**src/rtl/idu2phy_dispatch_queue_pkg.sv**
```systemverilog
// Shared types and widths for the rename-to-regfile dispatch queue.
// Per-lane payload bundle and packed control word.
package idu2phy_dispatch_queue_pkg;

  localparam int INST_ADDR_WIDTH = 32;
  localparam int PHYSICAL_REG_NUM_WIDTH = 7;
  localparam int ARCH_REG_NUM_WIDTH = 5;
  localparam int GENERATED_IMMEDIATE_WIDTH = 32;
  localparam int ROB_SIZE_WIDTH = 5;
  localparam int CONTROL_WIDTH = 16;

  typedef struct packed {
    logic [3:0] fu_sel;
    logic [4:0] alu_op;
    logic       mem_rd;
    logic       mem_wr;
    logic       reg_wr;
    logic       imm_sel;
    logic       branch;
    logic       jump;
    logic       csr;
  } control_t;

  typedef struct packed {
    control_t                                control;
    logic [INST_ADDR_WIDTH-1:0]              pc;
    logic [PHYSICAL_REG_NUM_WIDTH-1:0]       rs1;
    logic [PHYSICAL_REG_NUM_WIDTH-1:0]       rs2;
    logic [PHYSICAL_REG_NUM_WIDTH-1:0]       rd;
    logic [GENERATED_IMMEDIATE_WIDTH-1:0]    imm;
    logic [ROB_SIZE_WIDTH-1:0]               tag;
    logic [ARCH_REG_NUM_WIDTH-1:0]           arch_rd;
  } dispatch_lane_t;

  localparam int DISPATCH_LANE_BITS = $bits(dispatch_lane_t);

endpackage

```
**src/rtl/idu2phy_dispatch_queue_ptr_ctrl.sv**
```systemverilog
// Head/tail/count bookkeeping for the dispatch queue ring.
// Reset beats flush; flush drops any push or pop in its cycle.
import idu2phy_dispatch_queue_pkg::*;

module dq_ptr_ctrl #(
  parameter int DEPTH = 4,
  parameter int PTR_W = $clog2(DEPTH),
  parameter int CNT_W = $clog2(DEPTH + 1)
) (
  input  logic             clk,
  input  logic             reset,
  input  logic             flush,
  input  logic             push_req,
  input  logic             pop_req,
  output logic             push,
  output logic             pop,
  output logic [PTR_W-1:0] head,
  output logic [PTR_W-1:0] tail,
  output logic [CNT_W-1:0] count,
  output logic             in_ready,
  output logic             out_valid
);

  assign in_ready  = (count != CNT_W'(DEPTH));
  assign out_valid = (count != '0);
  assign push = push_req && in_ready && !flush;
  assign pop  = pop_req && out_valid && !flush;

  always_ff @(posedge clk) begin
    if (reset || flush) begin
      head  <= '0;
      tail  <= '0;
      count <= '0;
    end else begin
      if (push)
        tail <= tail + PTR_W'(1);
      if (pop)
        head <= head + PTR_W'(1);
      unique case (1'b1)
        push && !pop: count <= count + CNT_W'(1);
        pop && !push: count <= count - CNT_W'(1);
        default:      count <= count;
      endcase
    end
  end

endmodule

```
**src/rtl/idu2phy_dispatch_queue.sv**
```systemverilog
// Multi-lane bundle FIFO between rename and physical regfile read.
// Storage lives here; pointer/count control is in dq_ptr_ctrl.
import idu2phy_dispatch_queue_pkg::*;

module idu2phy_dispatch_queue #(
  parameter int LANES       = 2,
  parameter int DEPTH       = 4,
  parameter int CTRL_W      = CONTROL_WIDTH,
  parameter int INST_ADDR_W = INST_ADDR_WIDTH,
  parameter int PHY_REG_W   = PHYSICAL_REG_NUM_WIDTH,
  parameter int ARCH_REG_W  = ARCH_REG_NUM_WIDTH,
  parameter int IMM_W       = GENERATED_IMMEDIATE_WIDTH,
  parameter int TAG_W       = ROB_SIZE_WIDTH,
  parameter int CNT_W       = $clog2(DEPTH + 1)
) (
  input  logic                         clk,
  input  logic                         reset,
  input  logic                         flush,
  input  logic [LANES-1:0]             in_lane_valid,
  output logic                         in_ready,
  input  logic [LANES*CTRL_W-1:0]      in_control,
  input  logic [LANES*INST_ADDR_W-1:0] in_pc,
  input  logic [LANES*PHY_REG_W-1:0]   in_rs1,
  input  logic [LANES*PHY_REG_W-1:0]   in_rs2,
  input  logic [LANES*PHY_REG_W-1:0]   in_rd,
  input  logic [LANES*IMM_W-1:0]       in_imm,
  input  logic [LANES*TAG_W-1:0]       in_tag,
  input  logic [LANES*ARCH_REG_W-1:0]  in_arch_rd,
  output logic                         out_valid,
  output logic [LANES-1:0]             out_lane_valid,
  input  logic                         out_ready,
  output logic [LANES*CTRL_W-1:0]      out_control,
  output logic [LANES*INST_ADDR_W-1:0] out_pc,
  output logic [LANES*PHY_REG_W-1:0]   out_rs1,
  output logic [LANES*PHY_REG_W-1:0]   out_rs2,
  output logic [LANES*PHY_REG_W-1:0]   out_rd,
  output logic [LANES*IMM_W-1:0]       out_imm,
  output logic [LANES*TAG_W-1:0]       out_tag,
  output logic [LANES*ARCH_REG_W-1:0]  out_arch_rd,
  output logic [CNT_W-1:0]             occupancy
);

  localparam int PTR_W  = $clog2(DEPTH);
  localparam int LANE_W = CTRL_W + INST_ADDR_W
                        + 3 * PHY_REG_W + IMM_W
                        + TAG_W + ARCH_REG_W;

  logic [LANE_W-1:0] mem [DEPTH][LANES];
  logic [LANES-1:0]  mask_q [DEPTH];

  logic             push;
  logic             pop;
  logic             push_req;
  logic [PTR_W-1:0] head;
  logic [PTR_W-1:0] tail;
  logic [CNT_W-1:0] count;

  assign push_req = |in_lane_valid;

  dq_ptr_ctrl #(
    .DEPTH (DEPTH),
    .PTR_W (PTR_W),
    .CNT_W (CNT_W)
  ) u_ptr (
    .clk       (clk),
    .reset     (reset),
    .flush     (flush),
    .push_req  (push_req),
    .pop_req   (out_ready),
    .push      (push),
    .pop       (pop),
    .head      (head),
    .tail      (tail),
    .count     (count),
    .in_ready  (in_ready),
    .out_valid (out_valid)
  );

  // Payload is intentionally left unreset; only masks gate visibility.
  always_ff @(posedge clk) begin
    if (push) begin
      for (int l = 0; l < LANES; l++) begin
        mem[tail][l] <= {
          in_control[l*CTRL_W +: CTRL_W],
          in_pc[l*INST_ADDR_W +: INST_ADDR_W],
          in_rs1[l*PHY_REG_W +: PHY_REG_W],
          in_rs2[l*PHY_REG_W +: PHY_REG_W],
          in_rd[l*PHY_REG_W +: PHY_REG_W],
          in_imm[l*IMM_W +: IMM_W],
          in_tag[l*TAG_W +: TAG_W],
          in_arch_rd[l*ARCH_REG_W +: ARCH_REG_W]
        };
      end
    end
  end

  always_ff @(posedge clk) begin
    if (reset) begin
      for (int d = 0; d < DEPTH; d++)
        mask_q[d] <= '0;
    end else if (push) begin
      mask_q[tail] <= in_lane_valid;
    end
  end

  always_comb begin
    out_control = '0;
    out_pc      = '0;
    out_rs1     = '0;
    out_rs2     = '0;
    out_rd      = '0;
    out_imm     = '0;
    out_tag     = '0;
    out_arch_rd = '0;
    for (int l = 0; l < LANES; l++) begin
      {
        out_control[l*CTRL_W +: CTRL_W],
        out_pc[l*INST_ADDR_W +: INST_ADDR_W],
        out_rs1[l*PHY_REG_W +: PHY_REG_W],
        out_rs2[l*PHY_REG_W +: PHY_REG_W],
        out_rd[l*PHY_REG_W +: PHY_REG_W],
        out_imm[l*IMM_W +: IMM_W],
        out_tag[l*TAG_W +: TAG_W],
        out_arch_rd[l*ARCH_REG_W +: ARCH_REG_W]
      } = mem[head][l];
    end
  end

  assign out_lane_valid = mask_q[head] & {LANES{out_valid}};
  assign occupancy      = count;

endmodule

```
**config.mk**
```make
export PLATFORM = sky130hd
export DESIGN_NAME = idu2phy_dispatch_queue
export DESIGN_NICKNAME = d
export VERILOG_FILES = /design/src/rtl/idu2phy_dispatch_queue_pkg.sv /design/src/rtl/idu2phy_dispatch_queue_ptr_ctrl.sv /design/src/rtl/idu2phy_dispatch_queue.sv
export SDC_FILE = /design/constraint.sdc
export NUM_CORES = 1
export LEC_CHECK = 0
export CAP_MARGIN = 10
export CELL_PAD_IN_SITES_DETAIL_PLACEMENT = 0
export CELL_PAD_IN_SITES_GLOBAL_PLACEMENT = 2
export CORE_MARGIN = 8
export CORE_UTILIZATION = 35
export CTS_BUF_LIST = sky130_fd_sc_hd__clkbuf_4 sky130_fd_sc_hd__clkbuf_8 sky130_fd_sc_hd__clkbuf_16
export DETAILED_ROUTE_END_ITERATION = 6
export PLACE_DENSITY = 0.64
export SKIP_CTS_REPAIR_TIMING = 1
export SYNTH_ARGS = -nofsm -noshare
export SYNTH_HDL_FRONTEND = slang
export SYNTH_SLANG_ARGS = --single-unit
export TNS_END_PERCENT = 100
```
**constraint.sdc**
```tcl
create_clock -name clk -period 20 [get_ports clk]
set_input_delay 2 -clock clk [delete_from_list [all_inputs] [get_ports clk]]
set_output_delay 2 -clock clk [all_outputs]
set_load 0.005 [all_outputs]
```
==> results of run 1 <==
-- critical path, stage by stage (launching register included) --
cell                              delay [ns]
sky130_fd_sc_hd__dfxtp_4                0.96
sky130_fd_sc_hd__buf_4                  0.86
sky130_fd_sc_hd__mux4_2                 0.66
sky130_fd_sc_hd__clkdlybuf4s50_1        0.49
-- how the worst max path moves through the flow --
stage,slack (ns),to,cells past startpoint,from
floorplan,12.01,mem[0][0]$_DFFE_PP_,2,flush
detailed placement,14.71,out_pc[46],3,flop
CTS,13.98,out_pc[46],3,flop
finish,14.26,out_imm[12],3,flop
global route,13.82,out_rs2[1],3,flop
global placement,14.71,out_imm[12],3,flop
-- cells by family (layout without fill, tap and decap cells) --
logic type,Yosys count,after routing
and+or+nand+nor,30,30
buffers and inverters,61,661
xor gates and xnor gates,4,4
muxes,224,224
other,0,11
DFF,905,905
adders and majority gates,6,6
AOI/OAI and AO/OA,15,15
-- state kept, by name (all words and copies together) (netlist names), named ones only --
name         flops
mask_q           8
mem            888
u_ptr.count      3
u_ptr.head       2
u_ptr.tail       2
-- per-stage QoR --
stage / setup slack (ns) / total power [µW] / cell area (µm²) / instances / utilization [%]
2_1_floorplan: 12.01 / 2250 / 32900 / 1245 / -
3_3_place_gp: 14.71 / 2400 / 38900 / 2919 / 41.7
3_5_place_dp: 14.71 / 2400 / 38900 / 2919 / 41.7
4_1_cts: 13.98 / 4180 / 42100 / 3099 / 45.1
5_1_grt: 13.82 / 4260 / 42100 / 3105 / 45.2
6_report: 14.26 / 4120 / 42100 / 3110 / 45.2
-- routing by layer --
metal / wire length, µm / vias to the layer above
met3: 6060 / 138
li1: - / 6492
met1: 27900 / 7915
met4: 2270 / 16
met5: 105 / -
met2: 38000 / 396
-- cells in the final DEF, fill, tap and decap left out, types with 3 or more instances in the layout --
cell type	netlist	final
sky130_fd_sc_hd__buf_12	0	5
sky130_fd_sc_hd__nand2_1	3	3
sky130_fd_sc_hd__inv_1	10	10
sky130_fd_sc_hd__buf_4	0	9
sky130_fd_sc_hd__clkdlybuf4s50_1	0	456
sky130_fd_sc_hd__clkinvlp_4	0	3
sky130_fd_sc_hd__a21oi_1	4	4
sky130_fd_sc_hd__bufinv_16	0	8
sky130_fd_sc_hd__o31ai_1	3	3
sky130_fd_sc_hd__and3_4	0	4
sky130_fd_sc_hd__o21ai_0	5	5
sky130_fd_sc_hd__xor2_1	4	4
sky130_fd_sc_hd__diode_2	0	11
sky130_fd_sc_hd__clkbuf_16	0	101
sky130_fd_sc_hd__clkinv_8	0	4
sky130_fd_sc_hd__dfxtp_1	9	7
sky130_fd_sc_hd__ha_1	5	5
sky130_fd_sc_hd__clkinv_2	0	16
sky130_fd_sc_hd__clkinv_1	1	26
sky130_fd_sc_hd__edfxtp_1	896	896
sky130_fd_sc_hd__nor2_1	12	12
sky130_fd_sc_hd__clkbuf_4	0	22
sky130_fd_sc_hd__mux4_2	224	224
-- synth_stat cells, drive strengths merged (4+ instances only) --
| cell type | instances | share of area [%] |
|---|---|---|
| nor2 | 12 | 0.14 |
| edfxtp | 896 | 82 |
| mux4 | 224 | 15 |
| clkbuf | 7 | 0.080 |
| o21ai | 5 | 0.076 |
| xor2 | 4 | 0.11 |
| and3 | 4 | 0.076 |
| ha | 5 | 0.19 |
| dfxtp | 9 | 0.55 |
| a21oi | 4 | 0.061 |
| buf | 43 | 1.0 |
| inv | 10 | 0.11 |
-- power by group through the flow --
stage / logic [µW] / clock network, µW / registers, µW
after floorplan: 68.0 / 0 / 2180
after global placement: 217 / 0 / 2180
after detailed placement: 221 / 0 / 2180
after CTS: 222 / 1820 / 2140
after global routing: 232 / 1890 / 2140
final: 215 / 1760 / 2140
-- final cells by class --
type | instances | area [µm²]
Fill cell | 7822 | 51100
Tap cell | 1254 | 1570
Antenna cell | 11 | 27.5
Clock inverter | 57 | 510
Multi-Input combinational cell | 279 | 5430
Inverter | 11 | 41.3
Timing Repair Buffer | 470 | 4730
Clock buffer | 123 | 2690
Sequential cell | 905 | 27100
==> summary.txt, run 1 <==
Run status
  • Result of the run: finished clean

Routing
  • DRC violation count after routing: 0
  • Number of optimization iterations in the first detailed-route pass: 4
  • DR WL/cell: 23.9 µm
  • Wire length after detailed routing: 74300 µm
  • Via density per instance: 4.81
  • DRC violation total after the first TritonRoute iteration: 899
  • Via count: 15.0k
  • Antenna Violating Nets Remaining: 0

Timing
  • Setup TNS: 0 ns
  • Number of slew-limit violations in the final report: 0
  • Final-report setup violation count: 0
  • Post-Route Hold Slack: 0.535 ns
  • Tcrit/Tclk final: 28.7%
  • Max Freq: 174 MHz
  • Layout Skew: 0.0124 ns
  • Final Hold Violating Endpoints: 0
  • Post-route minimum period: 5.74 ns
  • Slew of the pin with the lowest slew margin: 1.10 ns
  • Unrepaired setup endpoints after global routing: no
  • Max transition margin: 26.7%

Job
  • Max-cap violation count: 0

GRT
  • Vias in the first global route: 16.4k
  • Pin count of the biggest net entering global routing: 149
  • Global-route wire length before repair: 109000 µm
  • Total global-route track usage: 14.1%
  • Global routing met1 resource utilization: 16.3%
  • GRT met2 Usage: 23.9%
  • Global Route met3 Usage: 5.49%
  • Top Usage Layer GRT: met2
  • Global-route congestion overflow total: 0
  • Antenna violations before repair: 21

Synth
  • Cell count after synthesis: 1245
  • Adder-Cell Fraction of Synth Area: 0.251%
  • Post-synthesis register bit count: 905
  • Area fraction in compound gates after synthesis: 0.285%
  • Simple-gate area share of the yosys netlist: 0.460%
  • Syn Area/Cell: 26.4 µm²
  • Synthesis warning total: 0
  • Number of nets in the synthesized netlist: 1479
  • Distinct cells, synth: 26
  • Post-synthesis mux area share: 15.3%
  • Xor/xnor cell area share of the yosys netlist: 0.107%
  • Count of flip-flops with a built-in enable after synthesis: 896
  • Main combinational cell family by area after synthesis: multiplexers
  • Netlist area before placement: 0.0329 mm²
  • Fraction of synthesis flops using an asynchronous set or reset pin: 0%
  • Top flip-flop cell by instance count after synthesis: sky130_fd_sc_hd__edfxtp_1
  • Seq/Total Area, Yosys: 82.4%

Floorplan
  • Overall die height: 323 µm
  • Row cnt: 112
  • Die X-Extent: 323 µm
  • Count of boundary I/O pins: 457
  • Starting density of the core: 35.3%
  • Core area: 0.0932 mm²
  • Die area: 0.104 mm²

Worst setup path
  • Cell depth of the worst flop-to-flop path: 4
  • Critical Path Sink Type: primary output
  • Category of the most critical setup path: flop to primary output
  • Source of the worst register-to-register timing path: u_ptr.count[0]$_SDFFE_PP0P_
  • Data required time at the worst endpoint: 18.00 ns
  • Critical path startpoint category: flop
  • End of the worst register-to-register path: mem[3][148]$_DFFE_PP_
  • R2R Setup Slk: 17.27 ns
  • Worst Path Max Fanout: 44
  • Arr. time, crit path: 3.74 ns

Hold path
  • Endpoint, Worst Hold: u_ptr.head[0]$_SDFFE_PP0P_
  • Type of the most critical hold path: flop to flop
  • Launch point of the worst hold path: u_ptr.head[0]$_SDFFE_PP0P_
  • Min-Delay Path Depth: 2

Power
  • Net switching power: 810 µW
  • Clock group share of total power: 42.8%
  • Fraction of power consumed by combinational cells: 5.2%
  • Internal power: 3310 µW
  • Leakage power: 0.0130 µW
  • Maximum vdd drop: 0.0000660 V
  • Total power per unit cell area: 97.9 mW/mm²
  • Sequential share of power: 51.9%
  • Net switching share of the total power: 19.7%

Clock network
  • CTS tree: yes
  • TritonCTS buffer count: 98
  • Root buffer cell: sky130_fd_sc_hd__clkbuf_16
  • Maximum count of clock buffers along a single path: 3
  • Clock insertion delay at the later pin of the skew report: 0.65 ns
  • Clock transition at the registers of the reported paths: 0.05 ns
  • Clock H-tree levels: 3
  • Number of sinks driven by the clock tree: 905

Cells and area
  • Count of nets after finishing: 1999
  • Fraction of final layout cells sized beyond drive strength 1: 21.7%
  • Area Overhead vs Synth: 28.0%

Placement
  • Buffers added on ports: 456
  • Global placement routability congestion: 0.698
  • HPWL after detailed placement: 45100 µm
No activity file was read; power rests on OpenSTA's default activity.
==> inputs of run 2 (changes only) <==
Settings changed: PLACE_DENSITY 0.64 to 0.66.
Clock period 20 ns to 4.7 ns, I/O delays scaled along.
==> run 2 against run 1 <==
First-iteration DRC count grew 11%; wire length grew 3.4%; design area grew 0.94%; sequential share of layout area shrank 0.60 points; combinational power grew to 4.4 times the previous value; clock skew grew 0.0085 ns; critical path depth is the same; flip-flop and latch count is the same; global-route usage grew 0.43 points; largest cell class unchanged.
==> summary.txt, run 2 (synthesis results as in run 1) <==
Cells and area
  • Flip-flop count of the largest register, all copies and words added: 888 (unchanged)
  • Footprint of the multi-input gates: 0.00543 mm² (unchanged)
  • FILL cells: 7783 (-0.50%)
  • Count of nets after finishing: 2035 (+1.8%)
  • Register with the most flip-flops: mem
  • Area Overhead vs Synth: 29.2%
  • Total area of sequential cells: 0.0271 mm² (unchanged)
  • Fraction of final layout cells sized beyond drive strength 1: 23.4% (+1.7 points)
  • Commonest non-fill, non-tap cell in the layout: sky130_fd_sc_hd__edfxtp_1
  • Commonest non-fill, non-tap cells in the layout: sky130_fd_sc_hd__edfxtp_1, sky130_fd_sc_hd__clkdlybuf4s50_1, sky130_fd_sc_hd__mux4_2
  • Largest registers in the final layout: mem: 888 flops, mask_q: 8 flops, u_ptr.count: 3 flops

GRT
  • Total global-route track usage: 14.5% (+0.43 points)
  • Global-route congestion overflow total: 0 (unchanged)
  • Global-route wire length before repair: 112000 µm (+1.9%)
  • Vias in the first global route: 16.4k (+0.0061%)
  • Antenna violations before repair: 10 (-52%)
  • Pin count of the biggest net entering global routing: 59 (-60%)

Routing
  • Antenna Violating Nets Remaining: 0 (unchanged)
  • Via count: 14.9k (-0.43%)
  • Wire length after detailed routing: 76800 µm (+3.4%)
  • Via density per instance: 4.75 (-1.3%)
  • DR WL/cell: 24.5 µm (+2.5%)
  • DRC violation total after the first TritonRoute iteration: 994 (+11%)
  • Number of optimization iterations in the first detailed-route pass: 4 (unchanged)
  • DRC violation count after routing: 0 (unchanged)

Power
  • Leakage power: 0.0132 µW (+1.7%)
  • Maximum vdd drop: 0.000277 V (+320%)
  • Total power per unit cell area: 411 mW/mm² (+320%)

Timing
  • Final WS setup: 1.05 ns (-13.21 ns)
  • Max transition margin: 31.4% (+4.7 points)
  • Number of slew-limit violations in the final report: 0 (unchanged)
  • Layout Skew: 0.0209 ns (+0.00847 ns)
  • Post-Route Hold Slack: 0.457 ns (-0.0784 ns)
  • Post-route minimum period: 3.65 ns
  • Max Freq: 274 MHz
  • Unrepaired setup endpoints after global routing: no
  • Slew of the pin with the lowest slew margin: 1.03 ns (-0.0700 ns)
  • Final Hold Violating Endpoints: 0 (unchanged)
  • Setup TNS: 0 ns (unchanged)
  • Final-report setup violation count: 0 (unchanged)
  • Tcrit/Tclk final: 77.7%

Floorplan
  • Die X-Extent: 323 µm (unchanged)
  • Row cnt: 112 (unchanged)
  • Die area: 0.104 mm² (unchanged)
  • Core area: 0.0932 mm² (unchanged)
  • Overall die height: 323 µm (unchanged)
  • Count of boundary I/O pins: 457 (unchanged)
  • Starting density of the core: 35.3% (unchanged)

Clock network
  • Root buffer cell: sky130_fd_sc_hd__clkbuf_16
  • Clock H-tree levels: 3 (unchanged)
  • Maximum count of clock buffers along a single path: 3 (unchanged)
  • Number of sinks driven by the clock tree: 905 (unchanged)
  • Clock transition at the registers of the reported paths: 0.06 ns (about the same)
  • TritonCTS buffer count: 96 (-2.0%)
  • CTS tree: yes
  • Clock insertion delay at the later pin of the skew report: 0.64 ns (about the same)

Worst setup path
  • Category of the most critical setup path: flop to primary output
  • Critical path startpoint category: flop
  • Critical Path Sink Type: primary output
  • Source of the worst register-to-register timing path: u_ptr.count[0]$_SDFFE_PP0P_
  • CP Capture Point: out_arch_rd[3]
  • R2R Setup Slk: 2.23 ns (-15.04 ns)
  • Data required time at the worst endpoint: 4.23 ns (-13.77 ns)
  • Worst Path Max Fanout: 56 (+27%)
  • End of the worst register-to-register path: mem[3][119]$_DFFE_PP_
  • Arr. time, crit path: 3.18 ns (-0.56 ns)
  • Cell depth of the worst flop-to-flop path: 4 (unchanged)

Placement
  • Buffers added on ports: 456 (unchanged)
  • Minimum setup slack after placement: 1.61 ns (-13.11 ns)
  • HPWL after detailed placement: 49800 µm (+11%)
  • Global placement routability congestion: 0.736 (+5.5%)

Job
  • Max-cap violation count: 0 (unchanged)

Hold path
  • Type of the most critical hold path: input port to flop

Run status
  • Result of the run: finished clean
## run 2: critical path, cell delays in order (launching register included)
cell	delay [ns]
sky130_fd_sc_hd__dfxtp_4	1.02
sky130_fd_sc_hd__buf_4	0.51
sky130_fd_sc_hd__mux4_2	0.43
sky130_fd_sc_hd__clkdlybuf4s50_1	0.51
## run 2: where the power goes
group / total (µW) / internal (µW) / leakage [µW] / switching, µW
sequential: 9100 / 9060 / 0.00827 / 40.0
clock: 7410 / 4430 / 0.00156 / 2980
combinational: 949 / 550 / 0.00342 / 399
## run 2: per-layer routing
layer | wire length (µm) | global-route usage (%) | vias up
met5 | 49 | 0 | -
met4 | 1350 | 3.47 | 8
met3 | 5240 | 4.61 | 99
met2 | 39600 | 25.0 | 367
met1 | 30600 | 17.8 | 7893
li1 | - | - | 6526
## run 2: how the worst min path moves through the flow
stage	startpoint	endpoint	slack (ns)	cells past startpoint
2_1_floorplan	u_ptr.head[1]$_SDFFE_PP0P_	flop	0.48	2
3_3_place_gp	u_ptr.head[1]$_SDFFE_PP0P_	flop	0.50	2
3_5_place_dp	u_ptr.head[0]$_SDFFE_PP0P_	u_ptr.head[0]$_SDFFE_PP0P_	0.52	2
4_1_cts	in_imm[43]	mem[0][21]$_DFFE_PP_	0.38	1
5_1_grt	in_tag[9]	mem[0][9]$_DFFE_PP_	0.41	1
6_report	in_imm[52]	mem[0][30]$_DFFE_PP_	0.46	1
## run 2: final cells by class
type	count	share of cell area [%]
diodes	5	0.0294
clock buffers	123	6.26
clock inverters	52	1.13
inverters	11	0.0972
multi-input cells	279	12.8
flip-flops and latches	905	63.8
well taps	1254	3.69
repair buffers	508	12.3
## run 2: per-stage QoR
step           total power, µW  util, %  std cells  instance area, µm²
2_1_floorplan             9560        -       1245               32900
3_3_place_gp             10200     42.2       2957               39300
3_5_place_dp             10200     42.2       2957               39300
4_1_cts                  17700     45.6       3132               42500
5_1_grt                  18000     45.6       3133               42500
6_report                 17500     45.6       3137               42500
==> inputs of run 3 (changes only) <==
Settings changed: PLACE_DENSITY 0.66 to 0.64.
Clock period 4.7 ns to 3.6 ns, I/O delays scaled along.
==> run 3 against run 2 <==
Wire length fell by 0.45%; hold slack got worse by 0.12 ns; utilization rose by 0.16 points; flip-flop and latch count did not move; via count rose by 1.1%; worst setup slack got worse by 0.75 ns; largest power group unchanged; register-to-register slack got worse by 0.93 ns; clock skew rose by 0.0042 ns.
==> summary.txt, run 3 (synthesis results as in run 1) <==
Worst setup path
  • Critical path's slowest cell: sky130_fd_sc_hd__dfxtp_4
  • Arr. time, crit path: 2.94 ns (-0.24 ns)
  • Cell with the most instances on the worst path: sky130_fd_sc_hd__buf_12
  • Maximum single-stage delay on the critical path: 0.61 ns (-0.41 ns)
  • Crit-path leading delay family: buffers and inverters
  • End of the worst register-to-register path: u_ptr.count[2]$_SDFFE_PP0P_
  • Critical Path Sink Type: primary output
  • Cell depth of the worst flop-to-flop path: 9 (+5)
  • Worst Path Max Fanout: 28 (-50%)
  • Category of the most critical setup path: flop to primary output
  • R2R Setup Slk: 1.30 ns (-0.93 ns)
  • Data required time at the worst endpoint: 3.24 ns (-0.99 ns)
  • Sequence of cells on the critical path: buf_12 > buf_12 > mux4_2 > clkdlybuf4s50_1
  • Critical path startpoint category: flop
  • CP bufs+invs: 3 (+1)
  • Source of the worst register-to-register timing path: u_ptr.count[2]$_SDFFE_PP0P_

GRT
  • Global-route congestion overflow total: 0 (unchanged)
  • Pin count of the biggest net entering global routing: 86 (+46%)
  • Antenna violations before repair: 19 (+9)
  • Total global-route track usage: 14.5% (-0.032 points)
  • Vias in the first global route: 16.4k (+0.23%)
  • Global-route wire length before repair: 112000 µm (+0.77%)

Routing
  • Met1 wire length: 30100 µm (-1.8%)
  • Wire length after detailed routing: 76500 µm (-0.45%)
  • Via count: 15.1k (+1.1%)
  • DR WL met3: 5760 µm (+9.9%)
  • Antenna Violating Nets Remaining: 0 (unchanged)
  • DR WL/cell: 24.3 µm (-0.71%)
  • Met2 WL post-DR: 38600 µm (-2.4%)
  • Number of optimization iterations in the first detailed-route pass: 5 (+1)
  • DRC violation total after the first TritonRoute iteration: 972 (-2.2%)
  • Via density per instance: 4.79 (+0.88%)
  • Top metal layer carrying routed signals: met5
  • DRC violation count after routing: 0 (unchanged)

Timing
  • Final-report setup violation count: 0 (unchanged)
  • Layout Skew: 0.0251 ns (+0.00418 ns)
  • Tcrit/Tclk final: 91.5%
  • Slew of the pin with the lowest slew margin: 0.708 ns (-0.321 ns)
  • Unrepaired setup endpoints after global routing: no
  • Final Hold Violating Endpoints: 0 (unchanged)
  • Number of slew-limit violations in the final report: 0 (unchanged)
  • Post-route minimum period: 3.30 ns
  • Max transition margin: 52.8% (+21 points)
  • Setup TNS: 0 ns (unchanged)
  • Final WS setup: 0.305 ns (-0.746 ns)
  • Max Freq: 303 MHz

Cells and area
  • Non-filler instance count after layout: 3145 (+0.26%)
  • Footprint of the multi-input gates: 0.00543 mm² (unchanged)
  • FILL cells: 7761 (-0.28%)
  • Flip-flop count of the largest register, all copies and words added: 888 (unchanged)
  • Commonest non-fill, non-tap cell in the layout: sky130_fd_sc_hd__edfxtp_1
  • Area Overhead vs Synth: 29.7%
  • Fraction of final layout cells sized beyond drive strength 1: 23.6% (+0.12 points)
  • Commonest non-fill, non-tap cells in the layout: sky130_fd_sc_hd__edfxtp_1, sky130_fd_sc_hd__clkdlybuf4s50_1, sky130_fd_sc_hd__mux4_2
  • Count of nets after finishing: 2039 (+0.20%)
  • Register with the most flip-flops: mem
  • Layout Utilization: 45.8% (+0.16 points)
  • Total area of sequential cells: 0.0271 mm² (unchanged)
  • Largest registers in the final layout: mem: 888 flops, mask_q: 8 flops, u_ptr.count: 3 flops

Placement
  • Minimum setup slack after placement: 0.925 ns (-0.681 ns)
  • Count of placed standard cells including taps: 2961 (+0.14%)
  • Global placement routability congestion: 0.745 (+1.2%)
  • Buffers added on ports: 456 (unchanged)
  • HPWL after detailed placement: 50000 µm (+0.28%)

Hold path
  • Endpoint, Worst Hold: mem[2][185]$_DFFE_PP_
  • Type of the most critical hold path: input port to flop
  • Launch point of the worst hold path: in_pc[11]
  • Min-Delay Path Depth: 1 (unchanged)

Clock network
  • Maximum count of clock buffers along a single path: 3 (unchanged)
  • Number of sinks driven by the clock tree: 905 (unchanged)
  • TritonCTS buffer count: 96 (unchanged)
  • CTS tree: yes
  • Root buffer cell: sky130_fd_sc_hd__clkbuf_16
  • Clock transition at the registers of the reported paths: 0.06 ns (about the same)
  • Clock H-tree levels: 3 (unchanged)
  • Clock insertion delay at the later pin of the skew report: 0.65 ns (about the same)

Job
  • Max-cap violation count: 0 (unchanged)

Floorplan
  • Core area: 0.0932 mm² (unchanged)
  • Starting density of the core: 35.3% (unchanged)
  • Die X-Extent: 323 µm (unchanged)
  • Die area: 0.104 mm² (unchanged)
  • Count of boundary I/O pins: 457 (unchanged)
  • Overall die height: 323 µm (unchanged)
  • Row cnt: 112 (unchanged)

Run status
  • Result of the run: finished clean

Power
  • Tot Pwr: 22800 µW (+31%)
  • Leakage power: 0.0133 µW (+0.49%)
  • Maximum vdd drop: 0.000380 V (+37%)
  • Total power per unit cell area: 535 mW/mm² (+30%)
-- run 3: changes by cell type in the layout (fill, tap and decap cells not counted), sizes merged --
cell      previous run  this run
buf                 52        56
bufinv               8         7
clkbuf             123       126
clkinv              36        38
clkinvlp             5         0
diode                5        10
-- run 3: how the worst max path moves through the flow --
stage | startpoint | to | cells past startpoint
detailed placement | flop | out_control[26] | 4
global placement | flop | out_pc[34] | 4
global route | flop | out_control[26] | 4
floorplan | u_ptr.count[0]$_SDFFE_PP0P_ | mem[0][0]$_DFFE_PP_ | 3
finish | flop | out_pc[55] | 4
CTS | flop | out_control[26] | 4
-- run 3: final cells by class --
| class | count | share of cell area (%) |
|---|---|---|
| diodes | 10 | 0.0587 |
| clock buffers | 126 | 6.29 |
| clock inverters | 48 | 1.04 |
| inverters | 11 | 0.0968 |
| multi-input cells | 279 | 12.7 |
| flip-flops and latches | 905 | 63.5 |
| well taps | 1254 | 3.68 |
| repair buffers | 512 | 12.6 |
-- run 3: worst reg2reg max path, cell delays in order (launching register included) --
cell,delay [ns]
sky130_fd_sc_hd__dfxtp_1,0.43
sky130_fd_sc_hd__nor3b_2,0.31
sky130_fd_sc_hd__nor2_1,0.09
sky130_fd_sc_hd__inv_1,0.15
sky130_fd_sc_hd__ha_1,0.22
sky130_fd_sc_hd__inv_1,0.06
sky130_fd_sc_hd__fa_1,0.38
sky130_fd_sc_hd__xor2_1,0.16
sky130_fd_sc_hd__or3_1,0.30
sky130_fd_sc_hd__a21oi_1,0.14
-- run 3: report_power, final --
part / internal (µW) / total, µW / switching, µW / leakage, µW
clock: 5750 / 9670 / 3920 / 0.00158
sequential: 11800 / 11900 / 49.1 / 0.00827
combinational: 726 / 1250 / 524 / 0.00347
-- run 3: routing by layer --
metal | GRT usage, % | vias up
li1 | - | 6563
met1 | 17.6 | 7993
met2 | 24.3 | 374
met3 | 4.84 | 116
met4 | 4.80 | 16
met5 | 0 | -
-- run 3: metrics by stage --
step | hold WS (ns) | area, µm²
floorplan | 0.459 | 32900
global route | 0.311 | 42600
global placement | 0.513 | 39500
finish | 0.339 | 42600
detailed placement | 0.504 | 39500
CTS | 0.272 | 42600
